==> src/rtl/triangle_sequencer_pkg.sv <==
// Shared definitions for the triangle sequencer.
// Holds the axis numbering used inside a vertex, the per-triangle word
// geometry, default sizing parameters and the controller state encoding.
package triangle_sequencer_pkg;

  // Axis offsets within one vertex (word = vert*3 + axis).
  localparam int AXIS_X = 0;
  localparam int AXIS_Y = 1;
  localparam int AXIS_Z = 2;

  localparam int VERTS_PER_TRI = 3;
  localparam int WORDS_PER_TRI = 9;

  localparam int DEFAULT_MAX_TRIANGLES = 4;
  localparam int DEFAULT_COORD_W       = 32;

  // Word counter inside one triangle: 0..8 fits in four bits.
  localparam int WORD_W = 4;
  localparam logic [WORD_W-1:0] LAST_WORD = WORD_W'(WORDS_PER_TRI - 1);

  typedef enum logic [2:0] {
    S_IDLE  = 3'd0,
    S_FETCH = 3'd1,
    S_WAIT  = 3'd2,
    S_EMIT  = 3'd3,
    S_DONE  = 3'd4
  } state_t;

endpackage

==> src/rtl/triangle_sequencer_tri_addr_gen.sv <==
// tri_addr_gen: world memory word address for one coordinate.
//   tri_num : triangle number within the world
//   word    : word within the triangle (vert*3 + axis), 0..8
//   addr    : tri_num*9 + word
// The multiply by nine is a shift plus an add. The largest address is
// MAX_TRIANGLES*9-1, which by construction fits ADDR_W, so no carry out of
// ADDR_W is ever lost.
module tri_addr_gen
  import triangle_sequencer_pkg::*;
#(
  parameter int CNT_W  = 3,
  parameter int ADDR_W = 6
) (
  input  logic [CNT_W-1:0]  tri_num,
  input  logic [WORD_W-1:0] word,
  output logic [ADDR_W-1:0] addr
);

  logic [ADDR_W-1:0] tri_ext;
  logic [ADDR_W-1:0] word_ext;

  assign tri_ext  = ADDR_W'(tri_num);
  assign word_ext = ADDR_W'(word);
  assign addr     = (tri_ext << 3) + tri_ext + word_ext;

endmodule

==> src/rtl/triangle_sequencer.sv <==
// triangle_sequencer: streams triangles out of an external world memory.
// On start, fetches min(num_tri, MAX_TRIANGLES) triangles, nine words each,
// and presents each one on a valid/ready output before fetching the next.
//
// Ports
//   clk, rst   : clock, asynchronous active-high reset
//   start      : pulse that begins a frame (ignored while busy)
//   num_tri    : triangles in the frame, sampled with start
//   busy       : frame in progress (FETCH/WAIT/EMIT/DONE)
//   done       : one-cycle pulse at frame end
//   mem_rd     : memory read strobe; mem_addr is the word address
//   mem_data   : read data, valid one cycle after mem_rd
//   tri_valid  : triangle present on tri_data / tri_index
//   tri_ready  : downstream accept
//   tri_data   : nine coordinates, slot (v*3+a) at [(v*3+a)*COORD_W +: COORD_W]
//   tri_index  : index of the presented triangle
//
// Handshake: a triangle transfers on a rising edge where tri_valid and
// tri_ready are both high. Once tri_valid rises it, tri_data and tri_index
// hold until that transfer; tri_valid never depends on tri_ready, and
// tri_ready has no effect while tri_valid is low.
module triangle_sequencer
  import triangle_sequencer_pkg::*;
#(
  parameter  int MAX_TRIANGLES = DEFAULT_MAX_TRIANGLES,
  parameter  int COORD_W       = DEFAULT_COORD_W,
  localparam int ADDR_W        = $clog2(MAX_TRIANGLES * WORDS_PER_TRI),
  localparam int CNT_W         = $clog2(MAX_TRIANGLES + 1),
  localparam int IDX_W         = (CNT_W > 1) ? CNT_W - 1 : 1
) (
  input  logic                       clk,
  input  logic                       rst,
  input  logic                       start,
  input  logic [CNT_W-1:0]           num_tri,
  output logic                       busy,
  output logic                       done,
  output logic                       mem_rd,
  output logic [ADDR_W-1:0]          mem_addr,
  input  logic [COORD_W-1:0]         mem_data,
  output logic                       tri_valid,
  input  logic                       tri_ready,
  output logic [9*COORD_W-1:0]       tri_data,
  output logic [IDX_W-1:0]           tri_index
);

  localparam logic [CNT_W-1:0] MAX_CNT = CNT_W'(MAX_TRIANGLES);

  state_t             state;
  state_t             state_next;
  logic [CNT_W-1:0]   tri_cnt;
  logic [CNT_W-1:0]   count;
  logic [WORD_W-1:0]  word;
  logic [CNT_W-1:0]   eff_count;
  logic               last_tri;
  logic [ADDR_W-1:0]  addr_raw;

  // Requests beyond the world capacity are clamped rather than rejected.
  assign eff_count = (num_tri > MAX_CNT) ? MAX_CNT : num_tri;
  assign last_tri  = (tri_cnt == count - CNT_W'(1));

  tri_addr_gen #(
    .CNT_W  (CNT_W),
    .ADDR_W (ADDR_W)
  ) u_addr_gen (
    .tri_num (tri_cnt),
    .word    (word),
    .addr    (addr_raw)
  );

  // State register.
  always_ff @(posedge clk or posedge rst) begin
    if (rst) begin
      state <= S_IDLE;
    end else begin
      state <= state_next;
    end
  end

  // Next-state logic.
  always_comb begin
    state_next = state;
    case (state)
      S_IDLE: begin
        if (start) begin
          state_next = (eff_count == '0) ? S_DONE : S_FETCH;
        end
      end
      S_FETCH: begin
        if (word == LAST_WORD) begin
          state_next = S_WAIT;
        end
      end
      S_WAIT: begin
        state_next = S_EMIT;
      end
      S_EMIT: begin
        if (tri_ready) begin
          state_next = last_tri ? S_DONE : S_FETCH;
        end
      end
      S_DONE: begin
        state_next = S_IDLE;
      end
      default: begin
        state_next = S_IDLE;
      end
    endcase
  end

  // Outputs decoded from the state.
  always_comb begin
    busy      = (state != S_IDLE);
    done      = (state == S_DONE);
    mem_rd    = (state == S_FETCH);
    tri_valid = (state == S_EMIT);
    mem_addr  = mem_rd ? addr_raw : '0;
  end

  // Counters and capture register. Read data lags its strobe by one cycle,
  // so while fetching word w the bus carries word w-1; the final word lands
  // during WAIT.
  always_ff @(posedge clk or posedge rst) begin
    if (rst) begin
      tri_cnt   <= '0;
      count     <= '0;
      word      <= '0;
      tri_data  <= '0;
      tri_index <= '0;
    end else begin
      case (state)
        S_IDLE: begin
          if (start) begin
            count   <= eff_count;
            tri_cnt <= '0;
            word    <= '0;
          end
        end
        S_FETCH: begin
          if (word != '0) begin
            tri_data[(int'(word) - 1) * COORD_W +: COORD_W] <= mem_data;
          end
          word <= (word == LAST_WORD) ? '0 : word + WORD_W'(1);
        end
        S_WAIT: begin
          tri_data[int'(LAST_WORD) * COORD_W +: COORD_W] <= mem_data;
          tri_index <= IDX_W'(tri_cnt);
        end
        S_EMIT: begin
          if (tri_ready && !last_tri) begin
            tri_cnt <= tri_cnt + CNT_W'(1);
            word    <= '0;
          end
        end
        default: begin
        end
      endcase
    end
  end

endmodule

==> config.mk <==
export PLATFORM = sky130hd
export DESIGN_NAME = triangle_sequencer
export DESIGN_NICKNAME = d
export VERILOG_FILES = /design/src/rtl/triangle_sequencer_pkg.sv /design/src/rtl/triangle_sequencer_tri_addr_gen.sv /design/src/rtl/triangle_sequencer.sv
export SDC_FILE = /design/constraint.sdc
export NUM_CORES = 1
export LEC_CHECK = 0
export CAP_MARGIN = 10
export CORE_AREA = 4 4 177 179
export CTS_BUF_LIST = sky130_fd_sc_hd__clkbuf_4 sky130_fd_sc_hd__clkbuf_8 sky130_fd_sc_hd__clkbuf_16
export DETAILED_ROUTE_END_ITERATION = 8
export DIE_AREA = 0 0 181 183
export PLACE_DENSITY = 0.77
export SLEW_MARGIN = 20
export SYNTH_ARGS = -nofsm -noshare
export SYNTH_HDL_FRONTEND = slang
export SYNTH_SLANG_ARGS = --single-unit
==> constraint.sdc <==
create_clock -name clk -period 10 [get_ports clk]
set_input_delay 1.5 -clock clk [delete_from_list [all_inputs] [get_ports clk]]
set_output_delay 1.5 -clock clk [all_outputs]
set_load 0.01 [all_outputs]
==> run_results.csv <==
group,metric,value,unit
placement,port_buffers,338,
drt,drc_errors,0,
drt,wl_per_cell,22.5,um
worst_setup_path,worst_path_most_repeated_cell,"buf_4",
worst_setup_path,crit_slowest_cell,"nand4_1",
clock_tree,clk_latency,570,ps
synthesis,synth_top_cell_by_area,"dfrtp_1",
synthesis,synth_warnings,0,
final_layout,drive_above_1_share,24.1,%
clock_tree,cts_buffers,31,
pwr,power.total,4.29,mW
worst_setup_path,path_delay_family,"simple AND/OR/NAND/NOR gates",
worst_setup_path,cpPeakStageDelay,740,ps
drt,drtIter0Drc,682,
clock_tree,clk_pin_slew,70,ps
global_route,grt_max_degree,82,
final_layout,nNetsFinal,1426,
final_layout,fin_util,61.6,%
timing,whs,488,ps
timing,tns,0,ps
worst_setup_path,crit_arrival,5850,ps
timing,tightest_slew,1010,ps
placement,gp_congestion,0.858,
global_route,grtUsageMet1,29.5,%
worst_setup_path,path_buf_inv,3,
floorplanning,rows,63,
worst_setup_path,critPathMaxFanout,40,
clock_tree,post_cts_buffers,0,
synthesis,synth.avg_cell_area,12.7,um2
min_path,hold_path_startpoint,"tri_data[69]$_DFFE_PP0P_",
floorplanning,ios,339,
timing,fin_crit,5400,ps
global_route,globalRouteOverflowTotal,0,
worst_setup_path,critPathRequiredTime,10450,ps
timing,finClkSkew,10.8,ps
drt,vias,9655,
final_layout,antenna_cells,0,
timing,setup_violations,0,
pwr,p_leak,8.14,nW
clock_tree,clock_path_buffers,3,
clock_tree,cts_num_sinks,303,
synthesis,synth_edf_count,0,
floorplanning,die_w,181,um
timing,clock.fmax,185,MHz
timing,slew_headroom,32.6,%
final_layout,fill_cells,2284,
final_layout,final_common_cell,"clkdlybuf4s50_1",
drt,drt-total-wl,40100,um
global_route,antenna_found_initial,0,
job,drv_cap,0,
final_layout,final_cell_mix,"338 x clkdlybuf4s50_1, 303 x dfrtp_1, 218 x mux2_2",
synthesis,synth-main-ff-cell,"dfrtp_1",
synthesis,synth_area_leaders,"dfrtp_1 57%, mux2_2 19%, mux2_4 3.4%, nand2_1 3.4%, nor2_1 2.2%",
synthesis,synth_top_area_share,57.2,%
synthesis,synth-seq-cells,303,
clock_tree,htreeDepth,1,
final_layout,area_growth,37.2,%
placement,place_area,0.0170,mm2
timing,finalCritPeriodShare,54.0,%
run_status,status,"complete, no violations",
floorplanning,die_y,183,um
timing,maxSlewViolCount,0,
worst_setup_path,r2r_start,"word[0]$_DFFE_PP0P_",
global_route,grt_pass1_vias,10100,
global_route,busiest_layer,"met2",
pwr,vdd_drop_max,0.000125,V
placement,dp_hpwl,27900,um
worst_setup_path,critical_path.startpoint,"word[0]$_DFFE_PP0P_",
synthesis,yosysUniqueCellTypes,49,
clock_tree,ctsResizeCount,0,
floorplanning,die_area,0.0331,mm2
global_route,grt_usage,23.4,%
floorplanning,placeableCoreArea,0.0296,mm2
global_route,use_met2,39.6,%
drt,ant_nets,0,
synthesis,synth_area,0.0133,mm2
timing,rsz0062_at_grt,"false",
global_route,grt_pass1_wl,61300,um
clock_tree,root_buffer,"clkbuf_16",
worst_setup_path,critPathCaptureType,"flip-flop",
clock_tree,holdBufCountCts,0,
clock_tree,cts_tree,"yes",
global_route,met3_usage,7.24,%
synthesis,synthArstFlopShare,100,%
worst_setup_path,crit_path_cell_trace,"inv_1 > ha_1 > xor2_1 > nor3_1 > ha_2 > buf_4 > or4_1 > a2111oi_2 > nand4_1 > buf_4 > mux2_2",
synthesis,synthCells,1046,
drt,dr.pass1.iters,6,
pwr,p_per_area,236,mW/mm2
synthesis,synthesis.nets,1102,
worst_setup_path,start_kind,"flip-flop",
worst_setup_path,crit_type,"reg -> reg",
drt,via_per_inst,5.41,
worst_setup_path,reg2reg_slack,4600,ps
synthesis,synth-seq-area-share,57.2,%
min_path,hold_class,"reg -> reg",
final_layout,design_area,0.0182,mm2
floorplanning,start_util,44.9,%
timing,hold_violations,0,
[worst reg2reg max path, delay by kind of cell, from the launching register on]
kind	cells	cell delay, ps
simple gates	3	1790
flops	1	640
fa+ha+maj	2	850
xor+xnor	1	240
buf+inv	3	1020
compound gates	1	420
mux	1	320
[worst paths after layout]
kind,end,cells past startpoint
min,tri_data[69]$_DFFE_PP0P_,1
min in group asynchronous,tri_data[129]$_DFFE_PP0P_,2
max reg2reg,tri_data[231]$_DFFE_PP0P_,11
max in group asynchronous,tri_data[112]$_DFFE_PP0P_,3
max,tri_data[231]$_DFFE_PP0P_,11
min reg2reg,tri_data[69]$_DFFE_PP0P_,1
[where the power goes]
| group | total, mW | internal (mW) | switching, mW |
|---|---|---|---|
| Sequential | 1.50 | 1.37 | 0.122 |
| Combinational | 1.47 | 0.612 | 0.863 |
| Clock | 1.32 | 0.817 | 0.504 |
| Total | 4.29 | 2.80 | 1.49 |
[layout make-up]
type	count	area, um2	area share, %
Clock buffer	37	852	4.68
Timing Repair Buffer	353	3500	19.2
Clock inverter	21	332	1.82
Inverter	16	67.6	0.371
Sequential cell	303	7580	41.7
Multi-Input combinational cell	665	5370	29.5
Tap cell	390	488	2.68
[registers in the layout, indices dropped and copies added, names as in the netlist]
| name | count |
|---|---|
| tri_data | 288 |
| word | 4 |
| count | 3 |
| state | 3 |
| tri_cnt | 3 |
| tri_index | 2 |
[metal layers]
metal	share of wire, %	routed length, um
met5	0	0
met4	2.9	1180
met3	9.2	3700
met2	48	19300
met1	40	16000
[synthesized netlist by cell type (7+ instances only)]
cell type	instances
dfrtp_1	303
mux2_2	218
nand2_1	119
nor2_1	77
nand2b_1	36
nor2b_1	35
clkbuf_1	32
o221ai_1	32
mux2_4	30
buf_2	26
ha_1	16
inv_1	16
o21ai_0	14
mux2_1	9
nor3_1	9
a21oi_1	7
nand3_1	7
[logic make-up after synthesis]
kind of cell	share of synthesized area, %
xor+xnor	0.896
compound gates	3.96
simple gates	11.0
flops	57.2
mux	22.7
buf+inv	2.65
fa+ha+maj	1.66
[per-stage QoR]
step	setup slack (ps)	instances
3_5_place_dp	4720	1727
4_1_cts	4700	1785
3_3_place_gp	4940	1727
5_1_grt	4320	1785
2_1_floorplan	126	1046
6_report	4600	1785
(Power assumes the default switching activity.)
